$ cat src/rtl/resp_bus.sv
// resp_bus: slave->master response channel, a fully registered two-entry skid buffer that tags each accepted word.
// Latency: one edge from accept to resp_valid; backpressure: resp_ready drops only once both entries hold a word.
module resp_bus #(
  parameter int DATA_W = 24,
  parameter int SEQ_W  = 8
) (
  input  logic              clk,
  input  logic              RST,
  input  logic [DATA_W-1:0] slave_resp_data,
  input  logic              slave_resp_valid,
  output logic              resp_ready,
  output logic [DATA_W-1:0] resp_data,
  output logic [SEQ_W-1:0]  resp_seq,
  output logic              resp_valid,
  input  logic              master_ready,
  output logic [1:0]        occupancy
);

  typedef enum logic [1:0] {
    EMPTY = 2'd0,
    ONE   = 2'd1,
    TWO   = 2'd2
  } state_t;

  state_t            state_q, state_d;
  logic [DATA_W-1:0] main_dat_q, main_dat_d;
  logic [SEQ_W-1:0]  main_seq_q, main_seq_d;
  logic [DATA_W-1:0] skid_dat_q, skid_dat_d;
  logic [SEQ_W-1:0]  skid_seq_q, skid_seq_d;
  logic [SEQ_W-1:0]  seq_cnt_q, seq_cnt_d;
  logic              vld_q, vld_d;
  logic              rdy_q, rdy_d;
  logic              in_acc, out_acc;

  assign in_acc  = slave_resp_valid & rdy_q;
  assign out_acc = vld_q & master_ready;

  always_comb begin
    state_d    = state_q;
    main_dat_d = main_dat_q;
    main_seq_d = main_seq_q;
    skid_dat_d = skid_dat_q;
    skid_seq_d = skid_seq_q;
    seq_cnt_d  = in_acc ? seq_cnt_q + SEQ_W'(1) : seq_cnt_q;

    case (state_q)
      EMPTY: begin
        if (in_acc) begin
          main_dat_d = slave_resp_data;
          main_seq_d = seq_cnt_q;
          state_d    = ONE;
        end
      end
      ONE: begin
        if (in_acc && out_acc) begin
          main_dat_d = slave_resp_data;
          main_seq_d = seq_cnt_q;
        end else if (in_acc) begin
          skid_dat_d = slave_resp_data;
          skid_seq_d = seq_cnt_q;
          state_d    = TWO;
        end else if (out_acc) begin
          state_d    = EMPTY;
        end
      end
      TWO: begin
        // resp_ready is low here, so only the drain into main can happen
        if (out_acc) begin
          main_dat_d = skid_dat_q;
          main_seq_d = skid_seq_q;
          state_d    = ONE;
        end
      end
      default: state_d = EMPTY;
    endcase

    vld_d = (state_d != EMPTY);
    rdy_d = (state_d != TWO);
  end

  always_ff @(posedge clk or posedge RST) begin
    if (RST) begin
      state_q    <= EMPTY;
      main_dat_q <= '0;
      main_seq_q <= '0;
      skid_dat_q <= '0;
      skid_seq_q <= '0;
      seq_cnt_q  <= '0;
      vld_q      <= 1'b0;
      rdy_q      <= 1'b0;
    end else begin
      state_q    <= state_d;
      main_dat_q <= main_dat_d;
      main_seq_q <= main_seq_d;
      skid_dat_q <= skid_dat_d;
      skid_seq_q <= skid_seq_d;
      seq_cnt_q  <= seq_cnt_d;
      vld_q      <= vld_d;
      rdy_q      <= rdy_d;
    end
  end

  assign resp_ready = rdy_q;
  assign resp_valid = vld_q;
  assign resp_data  = main_dat_q;
  assign resp_seq   = main_seq_q;
  assign occupancy  = state_q;

endmodule

$ cat config.mk
export PLATFORM = sky130hd
export DESIGN_NAME = resp_bus
export DESIGN_NICKNAME = d
export VERILOG_FILES = /design/src/rtl/resp_bus.sv
export SDC_FILE = /design/constraint.sdc
export NUM_CORES = 1
export LEC_CHECK = 0
export CAP_MARGIN = 20
export CELL_PAD_IN_SITES_DETAIL_PLACEMENT = 0
export CELL_PAD_IN_SITES_GLOBAL_PLACEMENT = 1
export CORE_ASPECT_RATIO = 1.25
export CORE_MARGIN = 2
export CORE_UTILIZATION = 47
export CTS_CLUSTER_DIAMETER = 100
export DETAILED_ROUTE_END_ITERATION = 10
export GPL_TIMING_DRIVEN = 0
export PLACE_DENSITY_LB_ADDON = 0.12
export SLEW_MARGIN = 40
export SYNTH_ARGS = -nofsm -noshare
export SYNTH_HDL_FRONTEND = slang
export SYNTH_SLANG_ARGS = --single-unit
$ cat constraint.sdc
create_clock -name clk -period 4 [get_ports clk]
set_clock_uncertainty 0.05 [all_clocks]
set_input_delay 0.8 -clock clk [delete_from_list [all_inputs] [get_ports clk]]
set_output_delay 0.8 -clock clk [all_outputs]
set_load 0.01 [all_outputs]
# Word level (Yosys, flattened, before mapping)

Index checks and enable logic that the tools add are counted.

Logic and storage cells: 38
Output and inout port bits: 36
Bits in registers: 76
Input bits: 28

Muxes and demuxes: 14
Equal/unequal tests: 6
Reductions and logical operators: 6
Bitwise operators: 3
Add/sub/neg operators: 1

Operators by type and width:

| kind                                                            | count |
|---|---|
| 24-bit 2-to-1 mux                                               | 3 |
| 24-bit one-hot mux with 3 select lines                          | 1 |
| 8-bit 2-to-1 mux                                                | 3 |
| 8-bit one-hot mux with 3 select lines                           | 1 |
| 2-bit 2-to-1 mux                                                | 5 |
| 8-bit by 1-bit adder with 8-bit output, second input constant   | 1 |
| 2-bit != test, second input constant                            | 4 |
| 2-bit one-hot mux with 3 select lines                           | 1 |
| 4-bit AND reduction                                             | 1 |
| 3-bit AND reduction                                             | 1 |
| 3-bit nonzero test                                              | 1 |
| 1-bit bitwise AND                                               | 2 |
| 2-bit by 1-bit == test with 1-bit output, second input constant | 1 |
| 2-bit == test, second input constant                            | 1 |
| 2-bit zero test                                                 | 1 |
| 2-bit nonzero test                                              | 1 |
| 1-bit logical AND                                               | 1 |
| 1-bit NOT                                                       | 1 |

# Logic depth before layout (Yosys ltp)

Depth after elaboration: 6
Gate-level depth with buffers: 5
Mapped depth without buffers: 4

# Worst setup path after synthesis

No wires, ideal clock.

Path type: input to register
Start: input slave_resp_valid
End: register main_dat_q[9] (netlist: resp_data[9])
Slack: 1.992 ns
Setup time: 0.125 ns
Path buffers: 1
Required time: 3.825 ns
Cell stages on the path: 4
Arrival: 1.833 ns
Cell sequence: nand2_1 -> o32ai_4 -> buf_6 -> mux2_2

Cells in the longest elaborated chain, start to end: 4
Elaborated cells between the ends (all ways): 5
Those cells by class: 2 x eq/ne; 1 x bitwise; 2 x reduce/logical

RTL lines:

| element                         | line | RTL |
|---|---|---|
| start: declaration              | 10   | `input logic slave_resp_valid,` |
| 1-bit bitwise AND *             | 35   | `assign in_acc = slave_resp_valid & rdy_q;` |
| 1-bit logical AND               | 55   | `if (in_acc && out_acc) begin` |
| 2-bit != test (no line)         | n/a  |  |
| 4-bit AND reduction (no line) * | n/a  |  |
| end signal: assignment          | 93   | `main_dat_q <= main_dat_d;` |
| end: declaration                | 26   | `logic [DATA_W-1:0] main_dat_q, main_dat_d;` |

Every way passes the cells marked *; elsewhere a longest branch is shown, timed or not.
A chain may end at the register's enable or synchronous reset.

# Worst setup path in the final report

Ends and elaborated chain as after synthesis.

==> key figures <==
Outcome
  – Outcome: finished clean

Cells and area
  – Multi-input logic area: approximately 1500 µm²
  – FF+latch area: roughly 1900 µm²
  – Fraction of layout cells with a size suffix above 1: 41.4%
  – ANT cells: 0
  – Fillers: 619
  – Nets: 326
  – Area growth, synth to finish: 27.5%
  – Non-Filler Instances: 394

Route
  – Drt pass-1 iters: 4
  – Via Count: 2058
  – Final ANT Viol Nets: 0
  – WL final: 6120 µm
  – DRC violations left: 0
  – Vias per cell: 5.22
  – Starting DRT DRC Count: 49
  – DR WL/cell: about 16 µm

Pwr
  – Power density over the cells: 749 nW/µm²
  – Total Power: 3.41 mW
  – Static leakage: 2.08 nW
  – Maximum vdd drop: 427 µV

Worst setup path
  – CP Capture Type: register
  – Critical Path AT: roughly 2.6 ns
  – Crit-path max FO: 10
  – Reg2Reg Depth: 4
  – R2R Path Start: resp_ready
  – Worst Setup Start Kind: primary input
  – Reg2Reg Setup Slack: 2.16 ns
  – Kind of critical path: primary input to register
  – Worst r2r dst: resp_data[9]
  – CP required: 4.18 ns

Worst hold path
  – Worst min-delay path class: register to register
  – Endpoint, Worst Hold: seq_cnt_q[7]
  – WHS Path Cells: 1
  – Hold wc startpoint: seq_cnt_q[7]

Die
  – Effective utilization at floorplan: 48.5%
  – Die width: 81.9 µm
  – Std cell rows: 35
  – Core Box Area: approximately 7400 µm²
  – Die Y: ~100 µm
  – I/O pin count: 64
  – Die Area: 8300 µm²

Timing
  – Slew HR: 71.0%
  – Endpoints failing hold: 0
  – Tcrit/Tclk final: 59.7%
  – Unrepaired setup endpoints after global routing: false
  – # setup viols final: 0
  – Tmin final: about 2.4 ns
  – Setup_tns: 0 ns
  – Fmax: between 400 and 500 MHz
  – Worst Tran Pin Value: 0.436 ns
  – Slew Viols, Final: 0

Logic synthesis
  – Post-synth top area share: 53.3%
  – Post-synthesis cell type count: 30
  – Syn_nets: approximately 250
  – Main synth FF type: dfrtp_1
  – Async SR Flop Fraction: 100%
  – Flops & latches, synth: 76
  – Commonest cells post-synth: dfrtp_1, mux2_4, mux2_2, nand2_1
  – Post-Synthesis Cells: 222
  – Dominant cells by area after synthesis: dfrtp_1, mux2_4, mux2_2
  – Syn avg cell area: 16.1 µm²
  – Post-synthesis sequential area ratio: 53.3%
  – Post-synth EDFFs: 0
  – Count leader, synth: dfrtp_1
  – Ys Warns: 0
  – Mapped Area: 3570 µm²
  – Largest area contributor in the netlist: dfrtp_1

Placement
  – Detailed Place HPWL: between 4000 and 5000 µm
  – PortBufs: 63
  – GPL Wtd Cong: just over 0.7
  – Placed Cells incl. Taps: 378

Clocking
  – Post-CTS setup buffer count: 0
  – Clock tree buffer depth: 2
  – CTS Hold Bufs: 0
  – Worst-path clk slew: 0.08 ns
  – # clock sinks: 76
  – CTS Root Cell: clkbuf_8
  – Skew-Pair Late Insertion Delay: 0.34 ns
  – Num CTS Buffers: 9
  – CTS H-tree lvls: 3
  – CTS tree: done
  – Cts repair resizes: 0

Global routing
  – Largest net degree at the start of global routing: 55
  – First-pass GRT wire length: 10400 µm
  – Vias in the first global route: 2143
  – Initial antenna violation count: 0
  – Gr ovfl total: 0
  – GRT Util Overall: 16.6%

Flow run
  – Max-Cap Viols: 0
[flip-flops by register name (all words and copies together), names as in the netlist]
signal,count
resp_data,24
skid_seq_q,8
resp_ready,1
skid_dat_q,24
occupancy,2
seq_cnt_q,8
resp_valid,1
resp_seq,8
[cell type report]
cell class	count	share of cell area, %
sequential	76	41.8
multi-input combinational	134	34.0
timing repair buffer	64	14.5
clock buffer	10	3.03
tap	92	2.53
buffer	11	2.48
clock inverter	6	1.40
inverter	1	0.193
[cell usage in the layout (no fill, tap or decap), types with 2 or more instances in the layout]
cell type and n:
clkdlybuf4s50_1 63, mux2_1 2, clkinv_2 2, nor2_1 2
nand4_1 3, buf_4 3, xnor2_1 5, mux2_2 40
nand2_1 10, buf_6 5, dfrtp_1 76, clkinvlp_4 2
mux2_4 54, xor2_1 2, buf_8 2, clkbuf_8 10
[critical path, stage by stage]
cell and delay (ns):
clkdlybuf4s50_1 0.53, nand2_1 0.17, o32ai_4 0.47, buf_6 0.25, mux2_2 0.34
[routing by layer]
layer	vias up	wire (µm)	track usage, %
met4	0	89	8.97
met1	1061	2640	21.5
met5	-	0	0
met2	44	3140	26.2
li1	945	-	-
met3	8	249	3.21
[worst max path at each step]
stage	startpoint	to	slack, ns	depth (start not counted)
floorplan	RST	occupancy[0]	1.21	1
global placement	RST	resp_data[17]	-0.11	2
detailed placement	slave_resp_valid	resp_data[9]	1.24	5
CTS	slave_resp_valid	resp_data[9]	1.61	5
global route	slave_resp_valid	resp_data[9]	1.52	5
finish	slave_resp_valid	resp_data[9]	1.61	5
[metrics by stage]
step                      hold slack [ns]  instance area, µm²  util [%]  worst slack [ns]
after floorplan                     0.409                3570         -              1.21
after global placement              0.424                4310      58.6            -0.107
after detailed placement            0.428                4340      59.0              1.24
after CTS                           0.453                4550      61.8              1.61
after global routing                0.463                4550      61.8              1.52
final                               0.449                4550      61.8              1.61
[logic make-up (layout without fill, tap and decap cells)]
| logic type | count (synthesis) | in the layout | synth area share [%] |
|---|---|---|---|
| AOI/OAI and AO/OA | 8 | 8 | 2.18 |
| adders and majority gates | 1 | 1 | 0.351 |
| and+or+nand+nor | 22 | 22 | 3.16 |
| DFF | 76 | 76 | 53.3 |
| xor gates and xnor gates | 7 | 7 | 1.72 |
| buffers and inverters | 12 | 92 | 3.26 |
| muxes | 96 | 96 | 36.0 |
[power by group]
| group | switching (mW) | leakage (nW) | internal, mW |
|---|---|---|---|
| Sequential | 0.226 | 0.921 | 1.12 |
| Clock | 0.289 | 0.0983 | 0.304 |
| Combinational | 0.489 | 1.06 | 0.975 |
Power figures use the tool's default switching activity.
